## src/rtl/pirdsp_pkg.sv

```systemverilog
// Shared types and product bit-field constants for the PIRDSP 9x9 MAC datapath.
package pirdsp_pkg;

  typedef enum logic [0:0] {
    IDLE  = 1'b0,
    ACCUM = 1'b1
  } state_t;

  localparam int unsigned LANE0_LSB   = 0;
  localparam int unsigned LANE1_LSB   = 10;
  localparam int unsigned LANE_PROD_W = 8;
  localparam int unsigned FULL_PROD_W = 18;

endpackage

```

## src/rtl/pirdsp_sat_add.sv

```systemverilog
// WIDTH-bit adder with signed/unsigned overflow detection and optional clamping.
module pirdsp_sat_add #(
  parameter int unsigned WIDTH    = 32,
  parameter bit          SATURATE = 1'b1
) (
  input  logic [WIDTH-1:0] a,
  input  logic [WIDTH-1:0] b,
  input  logic             is_signed,
  output logic [WIDTH-1:0] sum_c,
  output logic             overflow_c
);

  logic [WIDTH:0] raw;
  logic           ovf;

  assign raw = {1'b0, a} + {1'b0, b};

  // Signed overflow: like-signed operands producing an opposite-signed result.
  always_comb begin
    sum_c = raw[WIDTH-1:0];
    ovf   = 1'b0;
    if (is_signed) begin
      ovf = (a[WIDTH-1] == b[WIDTH-1]) && (raw[WIDTH-1] != a[WIDTH-1]);
      if (ovf && SATURATE) begin
        sum_c = a[WIDTH-1] ? {1'b1, {(WIDTH-1){1'b0}}} : {1'b0, {(WIDTH-1){1'b1}}};
      end
    end else begin
      ovf = raw[WIDTH];
      if (ovf && SATURATE) begin
        sum_c = '1;
      end
    end
    overflow_c = ovf;
  end

endmodule

```

## src/rtl/pirdsp_mac_accumulator_9x9.sv

```systemverilog
// Accumulates 9x9 PIRDSP products framed by first/last, as one full-width sum or two lane sums.
module pirdsp_mac_accumulator_9x9
  import pirdsp_pkg::*;
#(
  parameter int unsigned ACC_W      = 32,
  parameter int unsigned LANE_ACC_W = 16,
  parameter int unsigned CNT_W      = 8,
  parameter bit          SATURATE   = 1'b1
) (
  input  logic                   clk,
  input  logic                   reset,
  input  logic                   in_valid,
  input  logic [FULL_PROD_W-1:0] in_C,
  input  logic                   in_sign,
  input  logic                   in_half,
  input  logic                   in_first,
  input  logic                   in_last,
  output logic                   out_valid,
  output logic [ACC_W-1:0]       out_acc0,
  output logic [LANE_ACC_W-1:0]  out_acc1,
  output logic                   out_half,
  output logic [CNT_W-1:0]       out_count,
  output logic                   out_overflow
);

  state_t                 state_q, state_d;
  logic                   half_q, sign_q, ovf_q;
  logic [CNT_W-1:0]       count_q, count_d;
  logic [ACC_W-1:0]       full_q;
  logic [LANE_ACC_W-1:0]  lane0_q, lane1_q;

  logic                   start_c, eff_half, eff_sign, ovf_d;
  logic [LANE_PROD_W-1:0] lane0_prod, lane1_prod;
  logic [ACC_W-1:0]       full_ext, full_base, full_sum, acc0_d;
  logic [LANE_ACC_W-1:0]  lane0_ext, lane1_ext, lane0_base, lane1_base;
  logic [LANE_ACC_W-1:0]  lane0_sum, lane1_sum, acc1_d;
  logic                   full_ovf, lane0_ovf, lane1_ovf;

  // A starting beat adds onto zero, so it simply loads the extended product.
  always_comb begin
    start_c    = in_valid && (in_first || (state_q == IDLE));
    eff_half   = start_c ? in_half : half_q;
    eff_sign   = start_c ? in_sign : sign_q;
    lane0_prod = in_C[LANE0_LSB +: LANE_PROD_W];
    lane1_prod = in_C[LANE1_LSB +: LANE_PROD_W];
    if (eff_sign) begin
      full_ext  = ACC_W'($signed(in_C));
      lane0_ext = LANE_ACC_W'($signed(lane0_prod));
      lane1_ext = LANE_ACC_W'($signed(lane1_prod));
    end else begin
      full_ext  = ACC_W'(in_C);
      lane0_ext = LANE_ACC_W'(lane0_prod);
      lane1_ext = LANE_ACC_W'(lane1_prod);
    end
    full_base  = start_c ? '0 : full_q;
    lane0_base = start_c ? '0 : lane0_q;
    lane1_base = start_c ? '0 : lane1_q;
  end

  pirdsp_sat_add #(.WIDTH(ACC_W), .SATURATE(SATURATE)) u_add_full (
    .a(full_base), .b(full_ext), .is_signed(eff_sign),
    .sum_c(full_sum), .overflow_c(full_ovf)
  );

  pirdsp_sat_add #(.WIDTH(LANE_ACC_W), .SATURATE(SATURATE)) u_add_lane0 (
    .a(lane0_base), .b(lane0_ext), .is_signed(eff_sign),
    .sum_c(lane0_sum), .overflow_c(lane0_ovf)
  );

  pirdsp_sat_add #(.WIDTH(LANE_ACC_W), .SATURATE(SATURATE)) u_add_lane1 (
    .a(lane1_base), .b(lane1_ext), .is_signed(eff_sign),
    .sum_c(lane1_sum), .overflow_c(lane1_ovf)
  );

  // Next state, sticky overflow, beat count and mode-muxed result.
  always_comb begin
    state_d = state_q;
    if (in_valid) begin
      state_d = in_last ? IDLE : ACCUM;
    end
    ovf_d = (!start_c && ovf_q) || (eff_half ? (lane0_ovf || lane1_ovf) : full_ovf);
    if (start_c) begin
      count_d = CNT_W'(1);
    end else if (&count_q) begin
      count_d = count_q;
    end else begin
      count_d = count_q + CNT_W'(1);
    end
    acc0_d = full_sum;
    acc1_d = '0;
    if (eff_half) begin
      acc1_d = lane1_sum;
      if (eff_sign) begin
        acc0_d = ACC_W'($signed(lane0_sum));
      end else begin
        acc0_d = ACC_W'(lane0_sum);
      end
    end
  end

  always_ff @(posedge clk) begin
    if (reset) begin
      state_q <= IDLE;
    end else begin
      state_q <= state_d;
    end
  end

  always_ff @(posedge clk) begin
    if (reset) begin
      half_q       <= 1'b0;
      sign_q       <= 1'b0;
      ovf_q        <= 1'b0;
      count_q      <= '0;
      full_q       <= '0;
      lane0_q      <= '0;
      lane1_q      <= '0;
      out_valid    <= 1'b0;
      out_acc0     <= '0;
      out_acc1     <= '0;
      out_half     <= 1'b0;
      out_count    <= '0;
      out_overflow <= 1'b0;
    end else begin
      out_valid <= in_valid && in_last;
      if (in_valid) begin
        half_q  <= eff_half;
        sign_q  <= eff_sign;
        ovf_q   <= ovf_d;
        count_q <= count_d;
        full_q  <= full_sum;
        lane0_q <= lane0_sum;
        lane1_q <= lane1_sum;
        if (in_last) begin
          out_acc0     <= acc0_d;
          out_acc1     <= acc1_d;
          out_half     <= eff_half;
          out_count    <= count_d;
          out_overflow <= ovf_d;
        end
      end
    end
  end

endmodule

```

## config.mk

```make
export PLATFORM = sky130hd
export DESIGN_NAME = pirdsp_mac_accumulator_9x9
export DESIGN_NICKNAME = d
export VERILOG_FILES = /design/src/rtl/pirdsp_pkg.sv /design/src/rtl/pirdsp_sat_add.sv /design/src/rtl/pirdsp_mac_accumulator_9x9.sv
export SDC_FILE = /design/constraint.sdc
export NUM_CORES = 1
export LEC_CHECK = 0
export ABC_CLOCK_PERIOD_IN_PS = 6570
export BUFFER_PORTS_ARGS = -buffer_cell sky130_fd_sc_hd__buf_2
export CORE_ASPECT_RATIO = 0.8
export CORE_UTILIZATION = 59
export CTS_BUF_LIST = sky130_fd_sc_hd__clkbuf_16
export DETAILED_ROUTE_END_ITERATION = 6
export PLACE_DENSITY = 0.79
export SLEW_MARGIN = 20
export SYNTH_ARGS = -nofsm -noshare
export SYNTH_HDL_FRONTEND = slang
export SYNTH_SLANG_ARGS = --single-unit
export TNS_END_PERCENT = 100
```

## constraint.sdc

```tcl
create_clock -name clk -period 6.57 [get_ports clk]
set_input_delay 0 -clock clk [delete_from_list [all_inputs] [get_ports clk]]
set_output_delay 0 -clock clk [all_outputs]
set_load 0.01 [all_outputs]
```

; ---- Word-level counts from Yosys, hierarchy flattened
; Cells that the tools add are included.
[classes]
div_mod_pow = 0
shift = 0
reduce_logical = 12
add_sub_neg = 4
n_mux = 30
n_lt_le_gt_ge = 0
bitwise = 1
n_eq_ne = 6
n_mul = 0
[op_table]
columns = op, count
row1 = 2-to-1 mux 32 bit, 8
row2 = 2-to-1 mux 16 bit, 13
row3 = adder 16 x 16 -> 17 bit, 2
row4 = adder 32 x 32 -> 33 bit, 1
row5 = 2-to-1 mux 8 bit, 2
row6 = adder 8 x 1 -> 8 bit (second input constant), 1
row7 = AND reduction 8 bit, 1
row8 = 2-to-1 mux 1 bit, 7
row9 = logical AND 1 bit, 6
row10 = == test 1 bit, 3
row11 = logical OR 1 bit, 3
row12 = inequality test 1 bit, 3
row13 = AND reduction 2 bit, 1
row14 = logical NOT 1 bit, 1
row15 = NOT 1 bit, 1
[totals]
mem_bits_rw = 0
output_inout_bits = 59
latchBits = 0
memories = 0
inputBits = 25
register_bits = 135
rom_bits = 0

; ---- Depth between registers and ports, before layout
; Gate-level depths: netlist of the first run.
[logic_depth]
word_depth = 12
depth_mapped = 23
mapped_depth_nobuf = 15

; ---- Cells and area by module
; A second synthesis of the first run with hierarchy kept.
[unflattened]
hier_cells = 1223
hier_area_um2 = 10010.9
[modules_own_cells]
columns = module, cells_per_inst, seq_area_each_um2, area_per_inst_um2, instances
row1 = pirdsp_mac_accumulator_9x9, 655, 2702.6, 5898.2, 1
row2 = pirdsp_sat_add (u_add_lane0 ...), 136, 0.0, 1034.7, 2
row3 = pirdsp_sat_add (u_add_full), 296, 0.0, 2043.2, 1

; ---- Least setup slack after synthesis of the first run
; Ideal clock, no wire load.
[synth_path]
path_type = reg2reg
startpoint = register state_q
endpoint = register out_acc0[21]
setup_slack_ns = 1.811
path_stages_with_launch = 24
t_arrival_ns = 4.625
setup_time_ns = 0.134
t_required_ns = 6.436
path_buffers = 9
cell_sequence = dfxtp_1 > nand2b_1 > nand2_1 > buf_4 > buf_2 > buf_4 > buf_2 > buf_2 > clkbuf_1 > clkbuf_1 > and2_1 > ha_1 > fa_1 > a211oi_2 > o21ai_1 > a2111oi_4 > a211oi_2 > a211o_1 > a31oi_4 > o21a_1 > and2_1 > buf_6 > buf_6 > a211oi_1
[synth_between]
elab_chain_len = 12
[synth_rtl]
columns = element, line_no
row1 = start: declaration, pirdsp_mac_accumulator_9x9.sv:26  ; state_t state_q, state_d;
row2 = start signal: assignment, pirdsp_mac_accumulator_9x9.sv:105  ; state_q <= state_d;
row3 = NOT 1 bit (*), pirdsp_mac_accumulator_9x9.sv:41  ; start_c = in_valid && (in_first || (state_q == IDLE));
row4 = logical OR 1 bit (*), pirdsp_mac_accumulator_9x9.sv:41
row5 = logical AND 1 bit (*), pirdsp_mac_accumulator_9x9.sv:41
row6 = 2-to-1 mux 1 bit, pirdsp_mac_accumulator_9x9.sv:43  ; eff_sign = start_c ? in_sign : sign_q;
row7 = 2-to-1 mux 16 bit, pirdsp_mac_accumulator_9x9.sv:46  ; if (eff_sign) begin
row8 = adder 16 x 16 -> 17 bit, pirdsp_sat_add.sv:16  ; assign raw = {1'b0, a} + {1'b0, b};
row9 = inequality test 1 bit, pirdsp_sat_add.sv:23  ; ovf = (a[WIDTH-1] == b[WIDTH-1]) && (raw[WIDTH-1] != a[WIDTH-1]);
row10 = logical AND 1 bit, pirdsp_sat_add.sv:23
row11 = 2-to-1 mux 16 bit, pirdsp_sat_add.sv:24  ; if (ovf && SATURATE) begin
row12 = 2-to-1 mux 16 bit, pirdsp_sat_add.sv:22  ; if (is_signed) begin
row13 = 2-to-1 mux 32 bit, pirdsp_mac_accumulator_9x9.sv:93  ; if (eff_sign) begin
row14 = 2-to-1 mux 32 bit (*), pirdsp_mac_accumulator_9x9.sv:91  ; if (eff_half) begin
row15 = end signal: assignment, pirdsp_mac_accumulator_9x9.sv:119  ; out_acc0 <= '0;
row16 = end signal: assignment, pirdsp_mac_accumulator_9x9.sv:135  ; out_acc0 <= acc0_d;
row17 = end: declaration, pirdsp_mac_accumulator_9x9.sv:19  ; output logic [ACC_W-1:0] out_acc0,
; Mark *: on every way between the ends. The rest lies on a longest branch, timed or not.
; A chain may end at the register's enable or synchronous reset.

; ---- Final worst setup path of the first run
[layout_path]
startpoint = register state_q
endpoint = register out_acc0[6]
; The elaborated chain is that of the path after synthesis.

==> results of run 1 <==
==> metal layers <==
layer	wire [um]	part of all wire [%]	track usage, %
met5	0	0	0
met4	393	1.4	7.93
met3	2860	10	9.21
met2	11500	41	49.7
met1	13100	47	50.2
==> worst max-delay path by stage <==
stage | from | endpoint | slack (ns) | depth (start not counted)
6_report | state_q | out_acc0[6] | 1.67 | 14
3_3_place_gp | state_q | out_acc0[6] | 1.81 | 14
3_5_place_dp | in_valid | out_acc0[6] | 1.68 | 15
2_1_floorplan | state_q | out_acc0[21] | 1.81 | 23
5_1_grt | state_q | out_acc0[5] | 1.37 | 14
4_1_cts | state_q | out_acc0[6] | 1.71 | 14
==> cell families (layout without fill, tap and decap cells) <==
logic type / Yosys count / count (layout) / share of synthesized area [%]
multiplexers: 11 / 11 / 1.19
AO/OA/AOI/OAI: 406 / 406 / 29.6
buffers and inverters: 108 / 157 / 5.01
XOR/XNOR: 60 / 60 / 5.48
adder cells (fa/ha/maj): 56 / 56 / 7.46
AND/OR/NAND/NOR: 466 / 466 / 23.1
flip-flops: 135 / 135 / 28.2
==> worst max-delay path, delay by kind of cell (launching register included) <==
kind,cells,cell delay (ns)
compound gates,8,2.04
simple gates,4,1.69
fa+ha+maj,2,0.67
flops,1,0.32
==> synthesized netlist by cell type, types with 5 or more instances <==
master     count  share of area, %
buf_4          6              0.47
a21o_1        12              0.94
a21boi_0       5              0.39
a2111oi_0      7              0.64
nand2b_1      10              0.65
o22ai_1        5              0.33
a311o_1        8              0.83
a31oi_1       16               1.0
and3_1         7              0.46
a311oi_1      12               1.1
ha_1          50               6.5
nor2_1       148               5.8
nand2_1      134               5.2
nand4_1       11              0.72
o211ai_1       6              0.47
xnor2_1       47               4.3
dfxtp_1      135                28
xor2_1        13               1.2
clkbuf_1      51               2.0
o21ai_0       57               3.0
a211o_1        6              0.55
a211oi_1      80               6.3
a221oi_1       6              0.55
o21a_1        13               1.0
o21ai_1        6              0.31
nor2b_1        6              0.39
or3_1          9              0.59
or2_2          5              0.33
inv_1         24              0.94
and2_1        60               3.9
mux2i_1       10               1.0
nor3_1        27               1.4
nand3_1       23               1.2
buf_2         18              0.94
a21oi_1      102               5.3
==> sequential cells by signal (all words and copies together), names as in the netlist, 8 cells and up <==
name       cells
count_q        8
lane0_q       16
full_q        32
lane1_q       16
out_acc1      16
out_count      8
out_acc0      32
==> cell type report <==
type,instances,share of cell area (%)
Clock buffer,17,4.01
Clock inverter,15,1.43
Inverter,26,0.919
Multi-Input combinational cell,999,60.4
Sequential cell,135,25.5
Tap cell,215,2.53
Timing Repair Buffer,99,5.23
==> metrics by stage <==
step                      instance area (um2)  std cells  setup WS, ns
after floorplan                          9590       1242          1.81
after CTS                               10600       1506          1.71
final                                   10600       1506          1.67
after detailed placement                10000       1473          1.68
after global placement                  10000       1473          1.81
after global routing                    10600       1506          1.37
==> power groups by stage <==
stage          clock [mW]  combinational, mW  sequential, mW
4_1_cts             0.965              0.582           0.920
2_1_floorplan           0              0.432           0.931
6_report            0.960              0.593           0.922
5_1_grt              1.00              0.652           0.929
3_3_place_gp            0              0.567           0.936
3_5_place_dp            0              0.575           0.936
==> results.json, run 1 <==
{
  "outcome": "completed",
  "hold_violations": 0,
  "crit-reg2reg-launch": "state_q",
  "ant_nets": 0,
  "power_mw": 2.48,
  "path_cells": "nand2b_1 > nand2_2 > and2_1 > ha_1 > fa_1 > a211oi_2 > o21ai_1 > a2111oi_4 > a211oi_2 > a211o_1 > a31oi_4 > o21ai_2 > nor3_2 > a2111oi_0",
  "crit_path_frequent_cell": "a211oi_2",
  "antenna_cells": 0,
  "ir_drop_uv": 187,
  "ios": 84,
  "root_buffer": "clkbuf_16",
  "drtPass1Iterations": 6,
  "grt_setup_unrepaired": "no",
  "vias": 9601,
  "drc": 0,
  "intPower_mw": 1.66,
  "leakage_nw": 4.45,
  "postCtsHoldBufs": 1,
  "yosysSeqAreaShare_pct": 28.2,
  "totalWireLength_mm": 27.9,
  "synth_cell_type_count": 87,
  "cts_buffers": 17,
  "setup_viol": 0,
  "final_nets": 1356,
  "fin_crit_ns": 4.90,
  "dp_hpwl_mm": 19.3,
  "grt_pass1_vias": 8545,
  "syn_nets": 1320,
  "cp-end-kind": "flop",
  "pwr-share-clk_pct": 38.8,
  "tightest_slew_ns": 1.02,
  "power_switching_mw": 0.813,
  "combinationalPowerShare_pct": 24.0,
  "netlist_area_mm2": 0.00959,
  "reg2regPathDepth": 14,
  "area_growth_pct": 10.7,
  "rrSetupSlack_ns": 1.67,
  "drv_cap": 0,
  "core_mm2": 0.0159,
  "cp-start-kind": "flop",
  "seqPwrFrac_pct": 37.2,
  "fmax_mhz": 204,
  "cts_tree": "built",
  "holdWs_ns": 0.0521,
  "die_y_um": 116,
  "grt_overflow": 0,
  "post-route-period-util_pct": 74.6,
  "synth_area_per_cell_um2": 7.72,
  "layout_commonest_cell": "nor2_1",
  "synth_ff_type": "dfxtp_1",
  "synth_edf_count": 0,
  "ys_seq_elements": 135,
  "grt_use_total_pct": 34.3,
  "via_per_inst": 6.38,
  "final.setup.tns_ns": 0,
  "dieWidth_um": 145,
  "pwr_density_cell_mw_per_mm2": 233,
  "place.port_buffers": 83,
  "drive_above_1_share_pct": 13.4,
  "hold_start": "in_C[0]",
  "critPathKind": "reg -> reg",
  "clk_pin_slew_ns": 0.06,
  "crit-reg2reg-capture": "out_acc0[6]",
  "cts_buffer_depth": 2,
  "min_path_cells": 4,
  "min_path_type": "in -> reg",
  "arrival_ns": 5.16,
  "finClkSkew_ns": 0.00921,
  "cts.repair.resized": 0,
  "multi_input_comb_area_mm2": 0.00641,
  "grt_max_degree": 95,
  "grt_antenna_before_repair": 0,
  "nFillCells": 1377,
  "place_congestion": 1.02,
  "first_iter_violations": 1006,
  "critPathMaxStageDelay_ns": 0.84,
  "initial_utilization_pct": 60.5,
  "async_flop_share_pct": 0,
  "htree_levels": 4,
  "slew-limit-headroom_pct": 31.7,
  "worstPathMaxFanout": 13,
  "regArea_mm2": 0.00270,
  "wl_per_cell_um": 18.5,
  "crit_path_top_delay_cell": "nor3_2",
  "p_sw_share_pct": 32.8,
  "clock_latency_ns": 0.43,
  "yosysWarnings": 0,
  "slew_violations": 0,
  "final_util_pct": 67.0,
  "worstPathRequired_ns": 6.83,
  "cts_setup_buffers": 0,
  "whs_endpoint": "out_acc0[0]",
  "die_area_mm2": 0.0168,
  "grt_first_pass_wirelength_mm": 44.8,
  "num_rows": 41,
  "clock-sinks": 135,
  "synthCells": 1242,
  "final_cell_mix": "148 x nor2_1, 135 x dfxtp_1, 133 x nand2_1, 102 x a21oi_1, 81 x buf_2"
}
(Power assumes the default switching activity.)
==> run 2, diff against run 1 <==
--- a/config.mk
+++ b/config.mk
@@ -5,13 +5,13 @@
 export SDC_FILE = /design/constraint.sdc
 export NUM_CORES = 1
 export LEC_CHECK = 0
-export ABC_CLOCK_PERIOD_IN_PS = 6570
+export ABC_CLOCK_PERIOD_IN_PS = 4000
 export BUFFER_PORTS_ARGS = -buffer_cell sky130_fd_sc_hd__buf_2
 export CORE_ASPECT_RATIO = 0.8
-export CORE_UTILIZATION = 59
+export CORE_UTILIZATION = 55
 export CTS_BUF_LIST = sky130_fd_sc_hd__clkbuf_16
 export DETAILED_ROUTE_END_ITERATION = 6
-export PLACE_DENSITY = 0.79
+export PLACE_DENSITY = 0.77
 export SLEW_MARGIN = 20
 export SYNTH_ARGS = -nofsm -noshare
 export SYNTH_HDL_FRONTEND = slang
==> constraint.sdc (replaced) <==
create_clock -name clk -period 4 [get_ports clk]
set_input_delay 0 -clock clk [delete_from_list [all_inputs] [get_ports clk]]
set_output_delay 0 -clock clk [all_outputs]
set_load 0.01 [all_outputs]
==> run 2 against run 1 <==
Sequential share of layout area down 0.91 points; total power increased by 66%; clock skew is 0.0031 ns higher; die area up 7.2%; hold slack worse by 0.0081 ns; sequential cell count stayed put; register-to-register slack got worse by 1.4 ns; largest power group unchanged; count of clock-buffer cells in the layout stayed put; setup slack lost 1.4 ns.
==> results.json, run 2 (synthesis results as in run 1) <==
{
  "clk_pin_slew_ns": 0.06,
  "crit_path_top_delay_cell": "dfxtp_2",
  "first_iter_violations": 1112,
  "final_cell_mix": "148 x nor2_1, 134 x dfxtp_1, 132 x nand2_1, 95 x a21oi_1, 81 x buf_2",
  "min_path_type": "in -> reg",
  "grt_antenna_before_repair": 0,
  "place_ws_ns": 0.122,
  "arrival_ns": 4.11,
  "finClkSkew_ns": 0.0123,
  "hold_violations": 0,
  "initial_utilization_pct": 57.0,
  "regArea_mm2": 0.00270,
  "grt_use_total_pct": 33.3,
  "dieWidth_um": 150,
  "clock_latency_ns": 0.43,
  "dp_hpwl_mm": 21.1,
  "setup_ws_ns": 0.219,
  "worstPathRequired_ns": 4.33,
  "drtPass1Iterations": 5,
  "layout_commonest_cell": "nor2_1",
  "crit_path_frequent_cell": "buf_4",
  "die_y_um": 120,
  "ios": 84,
  "grt_overflow": 0,
  "critPathBufInv": 4,
  "core_mm2": 0.0168,
  "multi_input_comb_area_mm2": 0.00652,
  "place_congestion": 1.02,
  "leakage_nw": 4.64,
  "area_growth_pct": 14.8,
  "final_util_pct": 65.5,
  "outcome": "completed",
  "setup_viol": 0,
  "drive_above_1_share_pct": 17.3,
  "cts_tree": "built",
  "grt_max_degree": 82,
  "pwr_density_cell_mw_per_mm2": 373,
  "clock-sinks": 135,
  "fin_crit_ns": 3.78,
  "placed_cells": 1512,
  "cts_buffer_depth": 2,
  "drv_cap": 0,
  "grt_pass1_vias": 8698,
  "final_nets": 1392,
  "num_rows": 42,
  "die_area_mm2": 0.0180,
  "placed_area_mm2": 0.0104,
  "via_per_inst": 6.35,
  "totalWireLength_mm": 30.0,
  "wl_per_cell_um": 19.4,
  "cts_setup_buffers": 0,
  "post-route-period-util_pct": 94.5,
  "cts_buffers": 17,
  "grt_setup_unrepaired": "no",
  "instances_no_fill": 1547,
  "slew-limit-headroom_pct": 40.4,
  "reg_top3": "full_q x32, out_acc0 x32",
  "critPathMaxStageDelay_ns": 0.34,
  "cp-end-kind": "flop",
  "ir_drop_uv": 247,
  "nFillCells": 1455,
  "tightest_slew_ns": 0.893,
  "worstPathMaxFanout": 12,
  "htree_levels": 4,
  "crit_family": "compound AO/OA/AOI/OAI gates",
  "grt_first_pass_wirelength_mm": 46.7,
  "design_area_mm2": 0.0110,
  "slew_violations": 0,
  "path_cells": "nor2b_1 > buf_4 > nor3_4 > nor2_8 > inv_2 > ha_1 > inv_1 > a21oi_1 > a32oi_1 > nor2_1 > a211oi_2 > o21a_2 > o21a_4 > buf_4 > nand2_1 > a221oi_1",
  "fmax_mhz": 264,
  "root_buffer": "clkbuf_16",
  "place.port_buffers": 83,
  "ant_nets": 0,
  "cp-start-kind": "flop",
  "drc": 0,
  "vias": 9818,
  "critPathKind": "reg -> reg",
  "antenna_cells": 0
}
-- run 2: cell count changes in the layout (fill, tap and decap cells not counted), sizes merged --
cell         previous run  this run
clkbuf                 17        18
bufinv                  2         1
clkinv                  7         6
inv                    30        32
buf                    98       132
dlygate4sd3             1         2
-- run 2: metrics by stage --
step / hold WS, ns / TNS (ns) / total power, mW
after floorplan: 0.261 / -10.07 / 2.26
after global placement: 0.402 / 0 / 2.53
after detailed placement: 0.406 / 0 / 2.54
after CTS: 0.0397 / 0 / 4.08
after global routing: 0.0351 / 0 / 4.29
final: 0.0440 / 0 / 4.11
-- run 2: repair_timing --
action / in CTS / in global routing
endpoints found under the hold margin: 11 / 0
hold buffers: 2 / 0
gates resized for setup: 0 / 12
setup endpoints to repair: 0 / 33
-- run 2: power by group --
part	internal, mW	total, mW	switching, mW
logic	0.402	1.04	0.640
registers	1.44	1.52	0.0750
clock network	0.870	1.55	0.684
-- run 2: worst paths after layout --
kind | slack (ns) | endpoint | cells after the start | startpoint
setup / recovery | 0.22 | full_q[29] | 16 | state_q
hold / removal | 0.04 | half_q | 4 | in_half
setup reg to reg | 0.22 | full_q[29] | 16 | state_q
hold reg to reg | 0.45 | out_count[2] | 2 | out_count[2]
-- run 2: cell type report --
type | count | area share [%]
multi-input combinational | 999 | 59.2
clock buffer | 17 | 3.86
clock inverter | 15 | 1.32
timing repair buffer | 135 | 7.71
inverter | 26 | 0.886
tap | 220 | 2.50
sequential | 135 | 24.5
-- run 2: worst register-to-register path, cell delays in order (launching register included) --
cell      delay [ns]
dfxtp_2         0.34
nor2b_1         0.12
buf_4           0.18
nor3_4          0.28
nor2_8          0.04
inv_2           0.22
ha_1            0.34
inv_1           0.21
a21oi_1         0.07
a32oi_1         0.31
nor2_1          0.13
a211oi_2        0.32
o21a_2          0.28
o21a_4          0.27
buf_4           0.20
nand2_1         0.10
a221oi_1        0.27
-- run 2: metal layers --
layer  global-route usage, %  routed length [um]
met5                       0                   0
met4                    8.59                 509
met3                    9.54                3390
met2                    46.5               12400
met1                    49.2               13700
==> run 3, diff against run 2 <==
--- a/config.mk
+++ b/config.mk
@@ -8,6 +8,7 @@
 export ABC_CLOCK_PERIOD_IN_PS = 4000
 export BUFFER_PORTS_ARGS = -buffer_cell sky130_fd_sc_hd__buf_2
 export CORE_ASPECT_RATIO = 0.8
+export CORE_MARGIN = 2
 export CORE_UTILIZATION = 55
 export CTS_BUF_LIST = sky130_fd_sc_hd__clkbuf_16
 export DETAILED_ROUTE_END_ITERATION = 6
==> run 3 against run 2 <==
Hold slack got worse by 0.022 ns; clock skew is essentially flat; sequential share of layout area down 0.20 points; utilization is 0.99 points lower; combinational power about the same; final area is 0.84% higher; setup slack got worse by 0.042 ns; count of clock-buffer cells in the layout unchanged; final cell count rose by 0.84%; critical endpoint is now full_q[4].
==> results.json, run 3 (synthesis results as in run 1) <==
{
  "reg2regPathDepth": 15,
  "critPathBufInv": 2,
  "whs_endpoint": "half_q",
  "min_path_type": "in -> reg",
  "grt_max_degree": 64,
  "cts_buffers": 17,
  "design_area_mm2": 0.0111,
  "grt_overflow": 0,
  "area_growth_pct": 15.8,
  "final_util_pct": 64.5,
  "place_ws_ns": 0.201,
  "cts_buffer_depth": 2,
  "num_rows": 43,
  "clk_pin_slew_ns": 0.06,
  "path_cells": "nand2b_4 > nand2_2 > buf_12 > buf_4 > and2_1 > ha_1 > a21o_1 > a21o_1 > a21oi_1 > nor2_1 > a211oi_2 > o21a_2 > o21ai_1 > or3_1 > a211oi_1",
  "holdWs_ns": 0.0219,
  "combinationalPowerShare_pct": 24.9,
  "rrSetupSlack_ns": 0.18,
  "initial_utilization_pct": 55.7,
  "critPathKind": "reg -> reg",
  "grt_first_pass_wirelength_mm": 48.0,
  "dieWidth_um": 152,
  "grt_use_total_pct": 33.1,
  "via_per_inst": 6.29,
  "placed_area_mm2": 0.0105,
  "crit-reg2reg-capture": "full_q[4]",
  "worstPathRequired_ns": 4.34,
  "totalWireLength_mm": 29.9,
  "htree_levels": 4,
  "first_iter_violations": 1042,
  "clock-sinks": 135,
  "placed_cells": 1526,
  "tightest_slew_ns": 0.735,
  "slew-limit-headroom_pct": 51.0,
  "vias": 9815,
  "reg_top3": "full_q x32, out_acc0 x32",
  "drv_cap": 0,
  "die_area_mm2": 0.0185,
  "p_sw_share_pct": 32.5,
  "grt_pass1_vias": 9157,
  "place_congestion": 0.993,
  "cts_tree": "built",
  "drc": 0,
  "setup_viol": 0,
  "core_mm2": 0.0172,
  "grt_antenna_before_repair": 0,
  "final_cell_mix": "148 x nor2_1, 134 x dfxtp_1, 133 x nand2_1, 95 x a21oi_1, 81 x buf_2",
  "wl_per_cell_um": 19.2,
  "fin_crit_ns": 3.82,
  "dp_hpwl_mm": 21.2,
  "clock_latency_ns": 0.44,
  "crit-reg2reg-launch": "state_q",
  "die_y_um": 122,
  "seqPwrFrac_pct": 36.3,
  "fmax_mhz": 262,
  "hold_violations": 0,
  "drtPass1Iterations": 5,
  "pwr_density_cell_mw_per_mm2": 376,
  "min_path_cells": 4,
  "setup_ws_ns": 0.177,
  "leakage_nw": 4.70,
  "post-route-period-util_pct": 95.6,
  "power_switching_mw": 1.36,
  "antenna_cells": 0,
  "drive_above_1_share_pct": 17.3,
  "place.port_buffers": 83,
  "root_buffer": "clkbuf_16",
  "final_nets": 1400,
  "finClkSkew_ns": 0.0126,
  "cp-start-kind": "flop",
  "ios": 84,
  "intPower_mw": 2.82,
  "final.setup.tns_ns": 0,
  "critPathMaxStageDelay_ns": 0.43,
  "slew_violations": 0,
  "pwr-share-clk_pct": 38.8,
  "cp-end-kind": "flop",
  "crit_family": "compound AO/OA/AOI/OAI gates",
  "power_mw": 4.18,
  "hold_start": "in_half",
  "outcome": "completed",
  "ant_nets": 0,
  "instances_no_fill": 1560,
  "layout_commonest_cell": "nor2_1",
  "worstPathMaxFanout": 55,
  "arrival_ns": 4.16,
  "crit_path_top_delay_cell": "or3_1",
  "ir_drop_uv": 294,
  "crit_path_frequent_cell": "a21o_1"
}
[run 3: cell types whose count changed in the layout (fill, tap and decap cells not counted), sizes merged]
cell,before,now
buf,132,142
inv,32,29
bufinv,1,3
clkbuf,18,17
clkinvlp,2,3
dlygate4sd3,2,1
[run 3: tightest hold or removal path: stages]
cell	delay, ns
buf_2	0.11
mux2i_1	0.07
buf_4	0.17
nor2_1	0.08
[run 3: layer usage]
layer | global-route usage (%) | wire length (um)
met3 | 6.29 | 2650
met5 | 0 | 0
met2 | 48.8 | 12600
met1 | 49.1 | 14100
met4 | 9.38 | 564
[run 3: power by group through the flow]
stage / Clock, mW / Sequential, mW / Combinational, mW
after global routing: 1.68 / 1.53 / 1.14
after detailed placement: 0 / 1.54 / 1.00
after global placement: 0 / 1.54 / 0.993
after floorplan: 0 / 1.53 / 0.729
after CTS: 1.63 / 1.52 / 1.01
final: 1.62 / 1.52 / 1.04
[run 3: how the worst max path moves through the flow]
| stage | startpoint | to | cells after the start | slack (ns) |
|---|---|---|---|---|
| 3_3_place_gp | state_q | out_acc0[26] | 15 | 0.27 |
| 6_report | state_q | full_q[4] | 15 | 0.18 |
| 3_5_place_dp | state_q | out_acc0[29] | 15 | 0.20 |
| 5_1_grt | state_q | out_acc0[23] | 16 | -0.005 |
| 2_1_floorplan | state_q | out_acc0[21] | 23 | -0.32 |
| 4_1_cts | state_q | out_acc0[19] | 15 | 0.16 |
[run 3: layout make-up]
cell class,instances,area [um2]
multi-input cells,999,6500
fillers,1535,6110
flip-flops and latches,135,2700
repair buffers,143,936
clock buffers,17,425
well taps,225,282
clock inverters,15,163
inverters,26,97.6
[run 3: repair_timing]
item	4_1_cts	5_1_grt
setup buffers	0	1
hold buffers	1	0
gates resized for setup	0	7
endpoints found under the setup margin	0	47
endpoints found under the hold margin	2	0
